**src/rtl/mips_multiport_regfile.sv**
```systemverilog
// Multi-port register file for MIPS cores: NRD read ports, NWR write ports,
// a post-reset zero sweep gated by 'ready', highest-index-wins write priority
// with a registered clash flag, optional hard-wired r0, and three read modes
// (0 = combinational, 1 = registered write-first, 2 = registered read-first).
module mips_multiport_regfile #(
    parameter int unsigned DWL      = 32,
    parameter int unsigned DEPTH    = 32,
    parameter int unsigned NRD      = 2,
    parameter int unsigned NWR      = 1,
    parameter int unsigned MODE     = 0,
    parameter bit          ZERO_REG = 1'b1,
    localparam int unsigned AWL     = $clog2(DEPTH)
) (
    input  logic                 clk,
    input  logic                 rst_n,
    input  logic [NWR-1:0]       wen,
    input  logic [NWR*AWL-1:0]   WA,
    input  logic [NWR*DWL-1:0]   WD,
    input  logic [NRD*AWL-1:0]   RA,
    output logic [NRD*DWL-1:0]   RD,
    output logic                 ready,
    output logic                 wr_collision
);

    typedef enum logic {S_INIT, S_RUN} state_t;

    state_t             state;
    logic [AWL-1:0]     sweep_cnt;
    logic [DWL-1:0]     mem [DEPTH];
    logic [NWR-1:0]     wr_ok;
    logic               clash;
    logic [NRD*DWL-1:0] rd_now;
    logic [NRD*DWL-1:0] rd_fwd;
    logic [NRD*DWL-1:0] rd_p1;

    // An address is real storage only if it is inside the array and is not
    // the hard-wired zero register.
    function automatic logic addr_ok(input logic [AWL-1:0] a);
        return (32'(a) < DEPTH) && !((ZERO_REG == 1'b1) && (a == '0));
    endfunction

    // Qualify each write port: enabled, in RUN, and aimed at real storage.
    always_comb begin
        wr_ok = '0;
        for (int k = 0; k < NWR; k++)
            wr_ok[k] = wen[k] && (state == S_RUN) && addr_ok(WA[k*AWL +: AWL]);
    end

    // Clash detection only looks at qualified ports, so dropped writes never count.
    always_comb begin
        clash = 1'b0;
        for (int i = 0; i < NWR; i++)
            for (int j = i + 1; j < NWR; j++)
                if (wr_ok[i] && wr_ok[j] && (WA[i*AWL +: AWL] == WA[j*AWL +: AWL]))
                    clash = 1'b1;
    end

    // Init sweep FSM: walk every entry once after reset, then stay in RUN.
    always_ff @(posedge clk or negedge rst_n) begin
        if (!rst_n) begin
            state        <= S_INIT;
            sweep_cnt    <= '0;
            ready        <= 1'b0;
            wr_collision <= 1'b0;
        end else begin
            wr_collision <= clash;
            case (state)
                S_INIT: begin
                    if (sweep_cnt == AWL'(DEPTH - 1)) begin
                        state <= S_RUN;
                        ready <= 1'b1;
                    end else begin
                        sweep_cnt <= sweep_cnt + 1'b1;
                    end
                end
                default: state <= S_RUN;
            endcase
        end
    end

    // Storage: zero fill during INIT, otherwise ascending port order so the
    // highest-index port lands last and wins an address clash.
    always_ff @(posedge clk) begin
        if (state == S_INIT) begin
            mem[sweep_cnt] <= '0;
        end else begin
            for (int k = 0; k < NWR; k++)
                if (wr_ok[k])
                    mem[WA[k*AWL +: AWL]] <= WD[k*DWL +: DWL];
        end
    end

    // Raw array read; zero while sweeping, for r0 and for out-of-range addresses.
    always_comb begin
        rd_now = '0;
        for (int j = 0; j < NRD; j++)
            if ((state == S_RUN) && addr_ok(RA[j*AWL +: AWL]))
                rd_now[j*DWL +: DWL] = mem[RA[j*AWL +: AWL]];
    end

    // Write-first view: bypass the winning same-cycle write onto the read port.
    always_comb begin
        rd_fwd = rd_now;
        for (int j = 0; j < NRD; j++)
            for (int k = 0; k < NWR; k++)
                if (wr_ok[k] && (WA[k*AWL +: AWL] == RA[j*AWL +: AWL]))
                    rd_fwd[j*DWL +: DWL] = WD[k*DWL +: DWL];
    end

    // Registered read data for modes 1 and 2, cleared immediately on reset.
    always_ff @(posedge clk or negedge rst_n) begin
        if (!rst_n)
            rd_p1 <= '0;
        else if (MODE == 1)
            rd_p1 <= rd_fwd;
        else
            rd_p1 <= rd_now;
    end

    assign RD = (MODE == 0) ? rd_now : rd_p1;

endmodule

```
**config.mk**
```make
export PLATFORM = sky130hd
export DESIGN_NAME = mips_multiport_regfile
export DESIGN_NICKNAME = d
export VERILOG_FILES = /design/src/rtl/mips_multiport_regfile.sv
export SDC_FILE = /design/constraint.sdc
export NUM_CORES = 1
export LEC_CHECK = 0
export CORE_ASPECT_RATIO = 2
export CORE_MARGIN = 2
export CORE_UTILIZATION = 55
export CTS_CLUSTER_SIZE = 28
export DETAILED_ROUTE_END_ITERATION = 8
export PLACE_DENSITY = 0.72
export SLEW_MARGIN = 10
export SYNTH_ARGS = -nofsm -noshare
export SYNTH_HDL_FRONTEND = slang
export SYNTH_SLANG_ARGS = --single-unit
export TNS_END_PERCENT = 20
```
**constraint.sdc**
```tcl
create_clock -name clk -period 6 [get_ports clk]
set_clock_uncertainty 0.1 [all_clocks]
set_input_delay 0.6 -clock clk [delete_from_list [all_inputs] [get_ports clk]]
set_output_delay 0.6 -clock clk [all_outputs]
set_load 0.01 [all_outputs]
```
==> flow_summary_export.csv, run 1 <==
group,metric,value,unit
final_layout,final_cell_count_no_fill,3829,
sta,rsz0062_at_grt,"no",
worst_setup_path,r2r_setup_slack,2.04,ns
floorplan,start_util,0.556,
worst_setup_path,reg2reg_to,"mem[5][18]",
synthesis,synth_top_area_frac,0.637,
synthesis,ys_seq_area_frac,0.640,
sta,hold_viol_final,0,
synthesis,ys_top_cells_by_count,"edfxtp_1 (1,024), mux4_2 (432), mux2i_1 (291)",
detailed_routing,drt_iter0_markers,2931,
worst_setup_path,required,5.30,ns
synthesis,synth_nets,2549,
worst_setup_path,worstSetupPathType,"flip-flop to output pin",
synthesis,synth-edff-count,1024,
worst_setup_path,critPathCapture,"RD[21]",
detailed_routing,drt_wl_total,149000,um
cts,postCtsSetupRepairBufs,0,
floorplan,die_x,214,um
worst_setup_path,crit_path_start_kind,"flip-flop",
final_layout,fin_nets,2650,
synthesis,ys_ff_latch,1031,
final_layout,area_growth,11.5,%
power,pwr_density_cell,283,mW/mm^2
sta,fin_crit_sh,0.845,
place,place_inst,3672,
sta,setup_viol,0,
detailed_routing,num_vias,28000,
run,maxCapViolCount,0,
detailed_routing,wire_per_inst,38.9,um
grt,grt-ovfl-total,0,
place,portBuffers,114,
cts,cts_tree,"built",
floorplan,core.rowCount,153,
grt,grt_max_degree,106,
sta,fin_crit,5.07,ns
worst_setup_path,critical_path_arrival,4.37,ns
cts,clk_latency,0.68,ns
cts,clock_path_buffers,3,
floorplan,io_pins,116,
power,ir_worst_vdd,0.223,mV
synthesis,syn_area,0.0483,sq mm
worst_setup_path,reg2regPathDepth,5,
outcome,outcome,"complete, no violations",
place,dp_hpwl,91800,um
final_layout,drive_gt1_frac,0.289,
sta,timing.fmax,0.197,GHz
synthesis,synth_area_per_cell,19.3,sq um
cts,root_buffer,"clkbuf_16",
synthesis,synthFlopType,"edfxtp_1",
detailed_routing,first_pass_iters,6,
cts,cts_sinks,1031,
worst_hold_path,hp-class,"input pin to async pin",
sta,slew_headroom,0.214,
synthesis,yosysMostFrequentCell,"edfxtp_1",
floorplan,die-area,0.0903,sq mm
place,gp_congestion,0.872,
synthesis,synth.distinct_cells,52,
grt,antenna_found_initial,13,
cts,post_cts_resized,0,
worst_setup_path,r2r_start,"state",
worst_setup_path,crit_path_start,"state",
synthesis,synth.area.top_cells,"edfxtp_1 (64%), mux4_2 (20%), mux2i_1 (6.0%)",
detailed_routing,postRouteAntennaNets,0,
sta,tightest_slew,1.18,ns
cts,clk_pin_slew,0.07,ns
grt,first_global_vias,29300,
synthesis,async_flop_share,0.00679,
grt,grt_usage,0.338,
detailed_routing,vias_per_cell,7.31,
grt,grt_pass1_wl,210000,um
sta,maxSlewViolCount,0,
cts,h-tree-depth,3,
detailed_routing,drc,0,
sta,final.setup.tns,0,ns
floorplan,die-height,423,um
synthesis,synth_top_cell_by_area,"edfxtp_1",
synthesis,synth_warnings,0,
cts,hold_buffers,0,
power,p_leak,18.9,nW
worst_setup_path,worst-path-max-fanout,23,
cts,cts_made_buffers,86,
synthesis,synthCells,2497,
worst_setup_path,crit_path_end_kind,"output pin",
floorplan,core,0.0869,sq mm
## kinds of logic after synthesis
| logic type | share of synthesized area |
|---|---|
| fa+ha+maj | 0.000518 |
| mux | 0.272 |
| buf+inv | 0.0227 |
| simple gates | 0.0267 |
| xor+xnor | 0.000544 |
| other cells | 0.0000776 |
| flops | 0.640 |
| compound gates | 0.0372 |
## report_power, final
part / total [W] / internal [W] / leakage [nW] / switching (W)
clock network: 0.00594 / 0.00335 / 1.41 / 0.00259
logic: 0.00134 / 0.000524 / 6.77 / 0.000819
registers: 0.00796 / 0.00795 / 10.7 / 0.00000726
## cell usage in the layout, fill, tap and decap left out, types with 4 or more instances in the layout
| master | count |
|---|---|
| mux2i_1 | 291 |
| clkdlybuf4s50_1 | 106 |
| buf_4 | 80 |
| inv_1 | 6 |
| buf_12 | 11 |
| a211o_1 | 23 |
| buf_8 | 5 |
| mux4_2 | 432 |
| nor2_1 | 9 |
| clkbuf_1 | 9 |
| nor3_2 | 13 |
| and2_1 | 35 |
| nor2_4 | 18 |
| clkinvlp_4 | 10 |
| nand4_1 | 10 |
| or2_2 | 17 |
| o22ai_1 | 32 |
| a21o_1 | 4 |
| o221ai_1 | 32 |
| o22a_1 | 24 |
| dfrtp_1 | 7 |
| clkinv_1 | 14 |
| a31oi_1 | 27 |
| edfxtp_1 | 1024 |
| nand3_1 | 40 |
| a21oi_1 | 26 |
| nor2b_1 | 14 |
| mux2_2 | 44 |
| a22oi_1 | 59 |
| clkinv_2 | 16 |
| bufinv_16 | 16 |
| clkbuf_16 | 87 |
| nand2_1 | 52 |
| nor3_1 | 15 |
| a211oi_1 | 10 |
## critical path, stage by stage, from the launching register on
cell,delay [ns]
dfrtp_1,0.75
inv_2,0.29
or4_2,1.19
o22a_1,0.36
o221ai_1,0.23
clkdlybuf4s50_1,0.84
## worst min-delay path by stage
| stage | startpoint | end | slack (ns) | cells after the start |
|---|---|---|---|---|
| after floorplan | rst_n | ready | 0.20 | 0 |
| after CTS | rst_n | sweep_cnt[2] | 0.05 | 1 |
| after global placement | ready | ready | 0.35 | 1 |
| after detailed placement | ready | ready | 0.37 | 1 |
| final | rst_n | sweep_cnt[2] | 0.09 | 1 |
| after global routing | rst_n | sweep_cnt[2] | 0.12 | 1 |
## sequential cells by signal, summed over array words and instances, names as in the netlist
| register | cells |
|---|---|
| mem | 1024 |
| ready | 1 |
| state | 1 |
| sweep_cnt | 5 |
## metrics by stage
stage | hold WS [ns] | worst slack, ns | instance area [sq um] | power [W] | utilization
finish | 0.0929 | 0.933 | 53900 | 0.0152 | 0.620
global route | 0.117 | 0.893 | 53900 | 0.0156 | 0.620
CTS | 0.0525 | 0.992 | 53900 | 0.0153 | 0.620
detailed placement | 0.366 | 1.04 | 50900 | 0.00945 | 0.586
global placement | 0.354 | 0.980 | 50900 | 0.00942 | 0.586
floorplan | 0.204 | 0.869 | 48300 | 0.00891 | -
## cell type report
class                   count  area [sq um]
multi-input cells        1267         16500
fillers                  6034         33100
inverters                   7          26.3
clock inverters            59           714
flip-flops and latches   1031         30900
clock buffers              96          2210
diodes                      2          5.00
repair buffers            205          1980
well taps                1162          1450
## layer usage
metal  routed length (um)  vias up  global-route usage
met5                  106        -                   0
met4                10700       16               0.215
met3                14700      502              0.0623
met2                76300     1929               0.565
met1                47000    14600               0.402
li1                     -    10900                   -
(Power assumes the default switching activity.)
==> run 2: changes to the inputs <==
==> constraint.sdc (replaced) <==
create_clock -name clk -period 4.9 [get_ports clk]
set_clock_uncertainty 0.1 [all_clocks]
set_input_delay 0.49 -clock clk [delete_from_list [all_inputs] [get_ports clk]]
set_output_delay 0.49 -clock clk [all_outputs]
set_load 0.01 [all_outputs]
==> run 2 against run 1 <==
Compared with the run above: combinational power up 25%; via count up 1.0%; global-route usage about the same; non-clock buffer count up 31; routed wire length down 0.11%; worst hold slack better by 0.28 ns; critical path type unchanged; largest cell class unchanged.
==> flow_summary_export.csv, run 2 (synthesized netlist as in run 1, its figures left out) <==
group,metric,value,unit
sta,rsz0062_at_grt,"no",
final_layout,multi_input_area,0.0165,sq mm
place,portBuffers,114,
final_layout,final_common_cell,"edfxtp_1",
worst_setup_path,worst-path-max-fanout,14,
final_layout,top_register,"mem",
final_layout,fillers,6079,
floorplan,core,0.0869,sq mm
power,ir_worst_vdd,0.279,mV
detailed_routing,postRouteAntennaNets,0,
worst_hold_path,hp-class,"flip-flop to flip-flop",
detailed_routing,wire_per_inst,38.6,um
sta,maxSlewViolCount,0,
detailed_routing,drt_wl_total,149000,um
worst_setup_path,slowest_stage,"dfrtp_1",
detailed_routing,drc,0,
final_layout,final_cell_mix,"edfxtp_1 (1,024), mux4_2 (432), mux2i_1 (291)",
place,place_inst,3701,
sta,setup_viol,0,
worst_setup_path,crit_path_start_kind,"flip-flop",
detailed_routing,vias_per_cell,7.33,
sta,hold_viol_final,0,
cts,clk_pin_slew,0.07,ns
cts,root_buffer,"clkbuf_16",
final_layout,final-seq-area,0.0309,sq mm
floorplan,die-area,0.0903,sq mm
power,pwr_density_cell,341,mW/mm^2
outcome,outcome,"complete, no violations",
cts,cts_sinks,1031,
worst_setup_path,critPathTopFamily,"compound AO/OA/AOI/OAI gates",
worst_setup_path,cp_num_buf_inv,3,
cts,clk_latency,0.67,ns
grt,first_global_vias,29500,
worst_setup_path,critical_path_arrival,3.95,ns
worst_setup_path,crit_path_end_kind,"output pin",
final_layout,final_cell_count_no_fill,3857,
grt,grt_pass1_wl,211000,um
floorplan,start_util,0.556,
grt,grt_max_degree,104,
worst_setup_path,slowest_delay,0.73,ns
final_layout,area_growth,11.9,%
cts,hold_buffers,1,
sta,timing.fmax,0.220,GHz
worst_setup_path,required,4.31,ns
run,maxCapViolCount,0,
detailed_routing,drt_iter0_markers,3332,
final_layout,fin_nets,2681,
final_layout,reg_top3,"mem: 1024 flops, sweep_cnt: 5 flops",
floorplan,die_x,214,um
final_layout,drive_gt1_frac,0.295,
floorplan,core.rowCount,153,
grt,antenna_found_initial,8,
cts,cts_made_buffers,86,
grt,grt_usage,0.338,
detailed_routing,num_vias,28300,
sta,holdWs,0.377,ns
power,power.total,0.0184,W
worst_setup_path,worstSetupPathType,"flip-flop to output pin",
cts,clock_path_buffers,3,
cts,cts_tree,"built",
power,p_leak,19.0,nW
final_layout,diodes,0,
cts,postCtsSetupRepairBufs,0,
sta,fin_crit,4.54,ns
sta,tightest_slew,1.21,ns
cts,h-tree-depth,3,
grt,grt-ovfl-total,0,
floorplan,io_pins,116,
worst_setup_path,path_cells,"inv_2 -> buf_4 -> a21o_1 -> a211o_1 -> a31oi_1 -> clkdlybuf4s50_1",
cts,post_cts_resized,0,
place,gp_congestion,0.911,
place,dp_hpwl,95000,um
floorplan,die-height,423,um
detailed_routing,first_pass_iters,5,
sta,fin_crit_sh,0.927,
sta,slew_headroom,0.193,
final_layout,largest_reg_flops,1024,
run 2: changes by cell type in the layout (fill, tap and decap cells not counted), moves of 2 or more:
cell and change:
buf_4 +20, diode_2 -2, buf_12 +9, clkinv_1 -2, clkinv_2 +5, bufinv_16 -5, clkbuf_1 +6, clkinvlp_4 -4
run 2: worst paths after layout:
check                      slack, ns      endpoint  cells past startpoint  start
max reg2reg                     1.28   mem[25][26]                      6  state
min in group asynchronous       0.52         state                      2  rst_n
max in group asynchronous       3.93  sweep_cnt[2]                      2  rst_n
min reg2reg                     0.38         ready                      1  ready
max                             0.36        RD[44]                      6  state
min                             0.38         ready                      1  ready
run 2: final cells by class:
cell class / instances / area share
Sequential cell: 1031 / 0.572
Clock buffer: 102 / 0.0413
Tap cell: 1162 / 0.0269
Clock inverter: 52 / 0.0100
Multi-Input combinational cell: 1267 / 0.306
Timing Repair Buffer: 236 / 0.0432
Inverter: 7 / 0.000486
run 2: layer usage:
metal  wire (um)  up-vias  GRT usage
met5          48        -          0
met2       75800     1929      0.565
li1            -    10900          -
met3       14900      510     0.0671
met1       46900    14900      0.402
met4       11000       10      0.208
run 2: worst register-to-register path, cell delays in order, from the launching register on:
cell,delay (ns)
dfrtp_1,0.73
inv_2,0.09
buf_4,0.21
a22oi_1,0.89
a211o_1,0.65
nor2_4,0.30
buf_4,0.36
run 2: through the flow:
stage,TNS [ns],utilization,setup WS [ns],area (sq um)
after detailed placement,0,0.590,0.764,51200
after CTS,0,0.622,0.416,54000
final,0,0.622,0.356,54000
after global placement,0,0.590,0.759,51200
after global routing,0,0.622,0.350,54000
after floorplan,-7.71,-,-0.121,48300
run 2: where the power goes:
part	switching, W	total, W	internal, W	leakage, nW
Sequential	0.00000902	0.00974	0.00973	10.7
Clock	0.00315	0.00700	0.00384	1.36
Combinational	0.00101	0.00168	0.000663	6.96
